### config.mk
export PLATFORM = sky130hd
export DESIGN_NAME = ofm_in_fsm
export DESIGN_NICKNAME = d
export VERILOG_FILES = /design/src/rtl/ofm_in_fsm_pkg.sv /design/src/rtl/ofm_in_fsm_popcount8.sv /design/src/rtl/ofm_in_fsm.sv
export SDC_FILE = /design/constraint.sdc
export NUM_CORES = 1
export LEC_CHECK = 0
export ABC_AREA = 1
export BUFFER_PORTS_ARGS = -buffer_cell sky130_fd_sc_hd__clkbuf_2
export CAP_MARGIN = 25
export CORE_MARGIN = 2
export CORE_UTILIZATION = 37
export CTS_CLUSTER_DIAMETER = 30
export DETAILED_ROUTE_END_ITERATION = 10
export GPL_ROUTABILITY_DRIVEN = 0
export PLACE_DENSITY_LB_ADDON = 0.3
export SYNTH_ARGS = -nofsm -noshare
export SYNTH_HDL_FRONTEND = slang
export SYNTH_SLANG_ARGS = --single-unit
### constraint.sdc
create_clock -name tx_clk -period 4.6 [get_ports tx_clk]
set_clock_uncertainty 0.2 [all_clocks]
set_input_delay 1.15 -clock tx_clk [delete_from_list [all_inputs] [get_ports tx_clk]]
set_output_delay 1.15 -clock tx_clk [all_outputs]
set_load 0.1 [all_outputs]
### src/rtl/ofm_in_fsm_pkg.sv
// ---------------------------------------------------------------------------
// ofm_in_fsm_pkg
// Definitions shared by the transmit-path writer (ofm_in_fsm) and the
// MAC-side reader: FSM state encodings, data FIFO word layout and the
// control-FIFO frame descriptor layout, plus a descriptor packing helper.
// ---------------------------------------------------------------------------
package ofm_in_fsm_pkg;

  typedef enum logic [2:0] {
    S_IDLE = 3'd0,  // waiting for the first beat of a frame
    S_DATA = 3'd1,  // frame in progress
    S_DROP = 3'd2,  // frame truncated, discarding remaining beats
    S_EOF  = 3'd3   // descriptor write
  } ofm_state_e;

  // Data FIFO word: {tlast, tkeep[7:0], tdata[63:0]}
  localparam int DATA_W    = 73;
  localparam int TLAST_BIT = 72;

  // Control FIFO descriptor
  localparam int DESC_W    = 34;
  localparam int LEN_LSB   = 0;
  localparam int LEN_MSB   = 15;
  localparam int BEATS_LSB = 16;
  localparam int BEATS_MSB = 27;
  localparam int TRUNC_BIT = 32;
  localparam int ERR_BIT   = 33;

  function automatic logic [DESC_W-1:0] pack_desc(
    input logic        err,
    input logic        trunc,
    input logic [11:0] beats,
    input logic [15:0] len
  );
    logic [DESC_W-1:0] d;
    d                      = '0;
    d[LEN_MSB:LEN_LSB]     = len;
    d[BEATS_MSB:BEATS_LSB] = beats;
    d[TRUNC_BIT]           = trunc;
    d[ERR_BIT]             = err;
    return d;
  endfunction

endpackage

### src/rtl/ofm_in_fsm_popcount8.sv
// ---------------------------------------------------------------------------
// ofm_in_fsm_popcount8
// Counts the set bits of an 8-bit byte-enable mask (bytes in a beat).
// Ports:
//   keep_i   in  8  byte enables
//   count_o  out 4  number of enabled bytes (0..8)
// ---------------------------------------------------------------------------
module ofm_in_fsm_popcount8 (
  input  logic [7:0] keep_i,
  output logic [3:0] count_o
);

  always_comb begin
    count_o = '0;
    for (int i = 0; i < 8; i++) begin
      count_o = count_o + {3'b000, keep_i[i]};
    end
  end

endmodule

### src/rtl/ofm_in_fsm.sv
// ---------------------------------------------------------------------------
// ofm_in_fsm
// Write-side frame FSM of the transmit path. Copies MM2S AXI-Stream beats
// into the data FIFO and, once a frame ends, writes one length/status
// descriptor into the control FIFO. Frames longer than C_MAX_BEATS are
// truncated (terminating tlast forced, trunc flag set) and the tail dropped.
// Ports:
//   tx_clk, tx_reset                clock, synchronous active-high reset
//   s_axis_*                        MM2S stream input (tdata/tkeep/tvalid/
//                                   tlast/tuser in, tready out)
//   data_fifo_wdata/wren/full       73-bit data FIFO write port
//   ctrl_fifo_wdata/wren/full       34-bit descriptor FIFO write port
//   ofm_in_fsm_dbg                  {1'b0, state[2:0]}
// ---------------------------------------------------------------------------
module ofm_in_fsm
  import ofm_in_fsm_pkg::*;
#(
  parameter int C_MAX_BEATS = 1200
) (
  input  logic                tx_clk,
  input  logic                tx_reset,
  input  logic [63:0]         s_axis_tdata,
  input  logic [7:0]          s_axis_tkeep,
  input  logic                s_axis_tvalid,
  input  logic                s_axis_tlast,
  input  logic                s_axis_tuser,
  output logic                s_axis_tready,
  output logic [DATA_W-1:0]   data_fifo_wdata,
  output logic                data_fifo_wren,
  input  logic                data_fifo_full,
  output logic [DESC_W-1:0]   ctrl_fifo_wdata,
  output logic                ctrl_fifo_wren,
  input  logic                ctrl_fifo_full,
  output logic [3:0]          ofm_in_fsm_dbg
);

  localparam logic [11:0] MAX_M1 = 12'(C_MAX_BEATS - 1);

  ofm_state_e  state_q, state_d;
  logic [11:0] beat_cnt_q, beat_cnt_d;
  logic [15:0] byte_cnt_q, byte_cnt_d;
  logic        err_q, err_d;
  logic        trunc_flag_q, trunc_flag_d;
  // Holds tready low for the first cycle after reset is released.
  logic        init_q;

  logic [3:0]  keep_cnt;
  logic        accept;
  logic        trunc;

  ofm_in_fsm_popcount8 u_popcount (
    .keep_i  (s_axis_tkeep),
    .count_o (keep_cnt)
  );

  always_ff @(posedge tx_clk) begin
    if (tx_reset) begin
      state_q      <= S_IDLE;
      beat_cnt_q   <= '0;
      byte_cnt_q   <= '0;
      err_q        <= 1'b0;
      trunc_flag_q <= 1'b0;
      init_q       <= 1'b1;
    end else begin
      state_q      <= state_d;
      beat_cnt_q   <= beat_cnt_d;
      byte_cnt_q   <= byte_cnt_d;
      err_q        <= err_d;
      trunc_flag_q <= trunc_flag_d;
      init_q       <= 1'b0;
    end
  end

  // tready depends only on state and FIFO status, never on tvalid.
  // In S_IDLE the control FIFO check reserves the descriptor slot for the
  // frame about to start, since nothing else writes that FIFO.
  always_comb begin
    s_axis_tready = 1'b0;
    case (state_q)
      S_IDLE:  s_axis_tready = ~data_fifo_full & ~ctrl_fifo_full;
      S_DATA:  s_axis_tready = ~data_fifo_full;
      S_DROP:  s_axis_tready = 1'b1;
      default: s_axis_tready = 1'b0;
    endcase
    if (tx_reset || init_q) begin
      s_axis_tready = 1'b0;
    end
  end

  assign accept = s_axis_tvalid & s_axis_tready;
  // Last beat that still fits and is not a natural end: force tlast on it.
  assign trunc  = (beat_cnt_q == MAX_M1) & ~s_axis_tlast;

  assign ofm_in_fsm_dbg = {1'b0, state_q};

  always_comb begin
    state_d         = state_q;
    beat_cnt_d      = beat_cnt_q;
    byte_cnt_d      = byte_cnt_q;
    err_d           = err_q;
    trunc_flag_d    = trunc_flag_q;
    data_fifo_wren  = 1'b0;
    data_fifo_wdata = {s_axis_tlast | trunc, s_axis_tkeep, s_axis_tdata};
    ctrl_fifo_wren  = (state_q == S_EOF);
    ctrl_fifo_wdata = pack_desc(err_q, trunc_flag_q, beat_cnt_q, byte_cnt_q);

    // Error marker counts on every accepted beat, dropped ones included.
    if (accept && s_axis_tuser) begin
      err_d = 1'b1;
    end

    case (state_q)
      S_IDLE, S_DATA: begin
        if (accept) begin
          data_fifo_wren = 1'b1;
          beat_cnt_d     = beat_cnt_q + 12'd1;
          byte_cnt_d     = byte_cnt_q + {12'd0, keep_cnt};
          if (trunc) begin
            trunc_flag_d = 1'b1;
          end
          if (s_axis_tlast) begin
            state_d = S_EOF;
          end else if (trunc) begin
            state_d = S_DROP;
          end else begin
            state_d = S_DATA;
          end
        end
      end
      S_DROP: begin
        if (accept && s_axis_tlast) begin
          state_d = S_EOF;
        end
      end
      S_EOF: begin
        state_d      = S_IDLE;
        beat_cnt_d   = '0;
        byte_cnt_d   = '0;
        err_d        = 1'b0;
        trunc_flag_d = 1'b0;
      end
      default: state_d = S_IDLE;
    endcase
  end

endmodule
==> reports/metrics.yaml <==
yosysTopAreaCellShare_pct: 25.00
maxCapViolCount: 0
drc: 0
cts_root_buf: "clkbuf_8"
drt_wl_total_um: 5864
whs_ns: 0.2533
core_area_mm2: 0.006869
powerDensity_mw_per_mm2: 255.5
cts_max_path_buffers: 2
hold_class: "flip-flop to flip-flop"
hpwl_um: 4538
crit_fanout: 5
drtPass1Iterations: 4
finalSetupTns_ns: 0
grt_overflow: 0
wl_per_cell_um: 12.17
period_needed_ns: 4.464
final_layout_size_suffix_gt1_share_pct: 23.58
syn_area_per_cell_um2: 6.724
setup_violations: 0
p_leak_nw: 1.201
clk_pin_slew_worst_paths_ns: 0.07
fin_ws_ns: 0.1355
antenna_cells: 0
cts_made_buffers: 5
fmax_mhz: 224.0
syn-cell-area_mm2: 0.002643
switching_share_pct: 34.45
slew_violations: 0
max_slew_margin_pct: 38.85
critPathLaunchType: "primary input"
min_period_over_period_pct: 97.05
rows: 30
grt_max_degree: 24
ant_nets: 0
final_util_pct: 38.38
via_count: 2224
clk_latency_ns: 0.28
final_common_cell: "nand2_1"
ys_seq_area_share_pct: 25.00
syn_inst: 393
fp.dieH_um: 88.51
ys_warn_count: 0
seq_power_share_pct: 42.9
cts_max_level: 2
cts_sinks: 33
antenna_found_initial: 0
synth_area_leaders: "dfxtp_1, buf_4, nand2_1, nor2_1, inv_1"
ir_drop_uv: 99.97
grt_pass1_vias: 1983
ctsHoldBuffers: 0
drt_iter0_drc: 91
initial_core_util_pct: 38.47
grt_pass1_wl_um: 9239
combPwrFrac_pct: 25.4
end_kind: "flip-flop"
finalPower_w: 0.0006736
synth_cell_types: 24
die_x_um: 88.51
dp_slack_ns: -0.2533
required_ns: 4.58
pwr-share-clk_pct: 31.6
grt.total_usage_pct: 15.17
ys_ff_latch: 33
switching_power_w: 0.0002321
areaGrowthSynthToFinish_pct: -0.2367
crit_arrival_ns: 4.45
final_nets: 477
intPower_w: 0.0004416
status: "complete, no violations"
dieArea_mm2: 0.007834
synth_top_area_cell: "dfxtp_1"
io_pins: 193
worst_slew_pin_slew_ns: 0.9138
path_class: "primary input to flip-flop"
via_per_inst: 4.614
portBuffers: 58
layout_common_cells: "nand2_1, clkbuf_2, nor2_1"
hold_viol_final: 0
cts_tree: "built"
## path summary, 6_finish.rpt
kind	from	endpoint	slack, ns	depth (start not counted)
min reg2reg	err_q$_SDFFE_PP0P_	err_q$_SDFFE_PP0P_	0.25	2
min	err_q$_SDFFE_PP0P_	err_q$_SDFFE_PP0P_	0.25	2
max	s_axis_tkeep[1]	byte_cnt_q[11]$_SDFFE_PP0P_	0.14	16
max reg2reg	state_q[1]$_SDFFE_PP0P_	byte_cnt_q[1]$_SDFFE_PP0P_	2.44	5
## through the flow
step / cells / area [um2]
finish: 482 / 2636
detailed placement: 471 / 2464
floorplan: 398 / 2666
global route: 482 / 2636
CTS: 479 / 2546
global placement: 471 / 2464
## area by class of cell
| class | count | area (um2) |
|---|---|---|
| fillers | 767 | 4233 |
| repair buffers | 66 | 366.6 |
| well taps | 96 | 120.1 |
| flip-flops and latches | 33 | 660.6 |
| inverters | 42 | 157.7 |
| clock inverters | 2 | 10.01 |
| multi-input cells | 237 | 1249 |
| clock buffers | 6 | 72.57 |
## critical path, stage by stage
cell	delay, ns
buf_8	0.10
ha_4	0.25
inv_2	0.03
fa_1	0.48
fa_1	0.43
fa_2	0.37
fa_2	0.60
inv_1	0.05
ha_1	0.30
nand3_2	0.11
nand3_4	0.10
nand3_1	0.07
o21ai_0	0.16
nand3_1	0.12
nand2_1	0.07
nor2_1	0.04
## layer usage
metal,wire length (um),part of all wire (%),vias to the layer above,global-route usage [%]
li1,-,-,1133,-
met1,2570,44,988,18.53
met2,2799,48,83,25.91
met3,399,6.8,20,4.291
met4,95,1.6,0,4.683
met5,0,0,-,0
## cell families (layout without fill, tap and decap cells)
logic type,count (synthesis),after routing,share of synthesized area (%)
AOI/OAI and AO/OA,37,37,7.102
adders and majority gates,13,13,7.576
DFF,33,33,25.00
buffers and inverters,128,116,30.59
and+or+nand+nor,179,179,28.93
xor gates and xnor gates,2,2,0.6630
other,1,6,0.1419
## synth_stat cells (all sizes together)
master  instances
a21boi          1
a21oi          25
and3            1
buf            85
clkbuf          1
conb            1
dfxtp          33
fa              5
ha              8
inv            42
nand2          89
nand3          24
nand3b          4
nand4           5
nor2           44
nor3            9
nor3b           1
o21ai          11
or2             2
xnor2           2
## power by group through the flow
stage	Combinational, W	Sequential, W	Clock [W]
2_1_floorplan	0.000393	0.000306	0
3_3_place_gp	0.000156	0.000296	0
3_5_place_dp	0.000160	0.000296	0
4_1_cts	0.000161	0.000289	0.000223
5_1_grt	0.000191	0.000289	0.000233
6_report	0.000171	0.000289	0.000213
## state kept, by name, summed over array words and instances (netlist names)
name,count
err_q,1
trunc_flag_q,1
beat_cnt_q,12
init_q,1
state_q,2
byte_cnt_q,16
## timing repair
item,4_1_cts,5_1_grt
endpoints found under the setup margin,0,11
resized for setup,0,20
buffers inserted,0,3
hold endpoints to repair,0,0
Note: power is estimated with default switching activity, not from simulation.
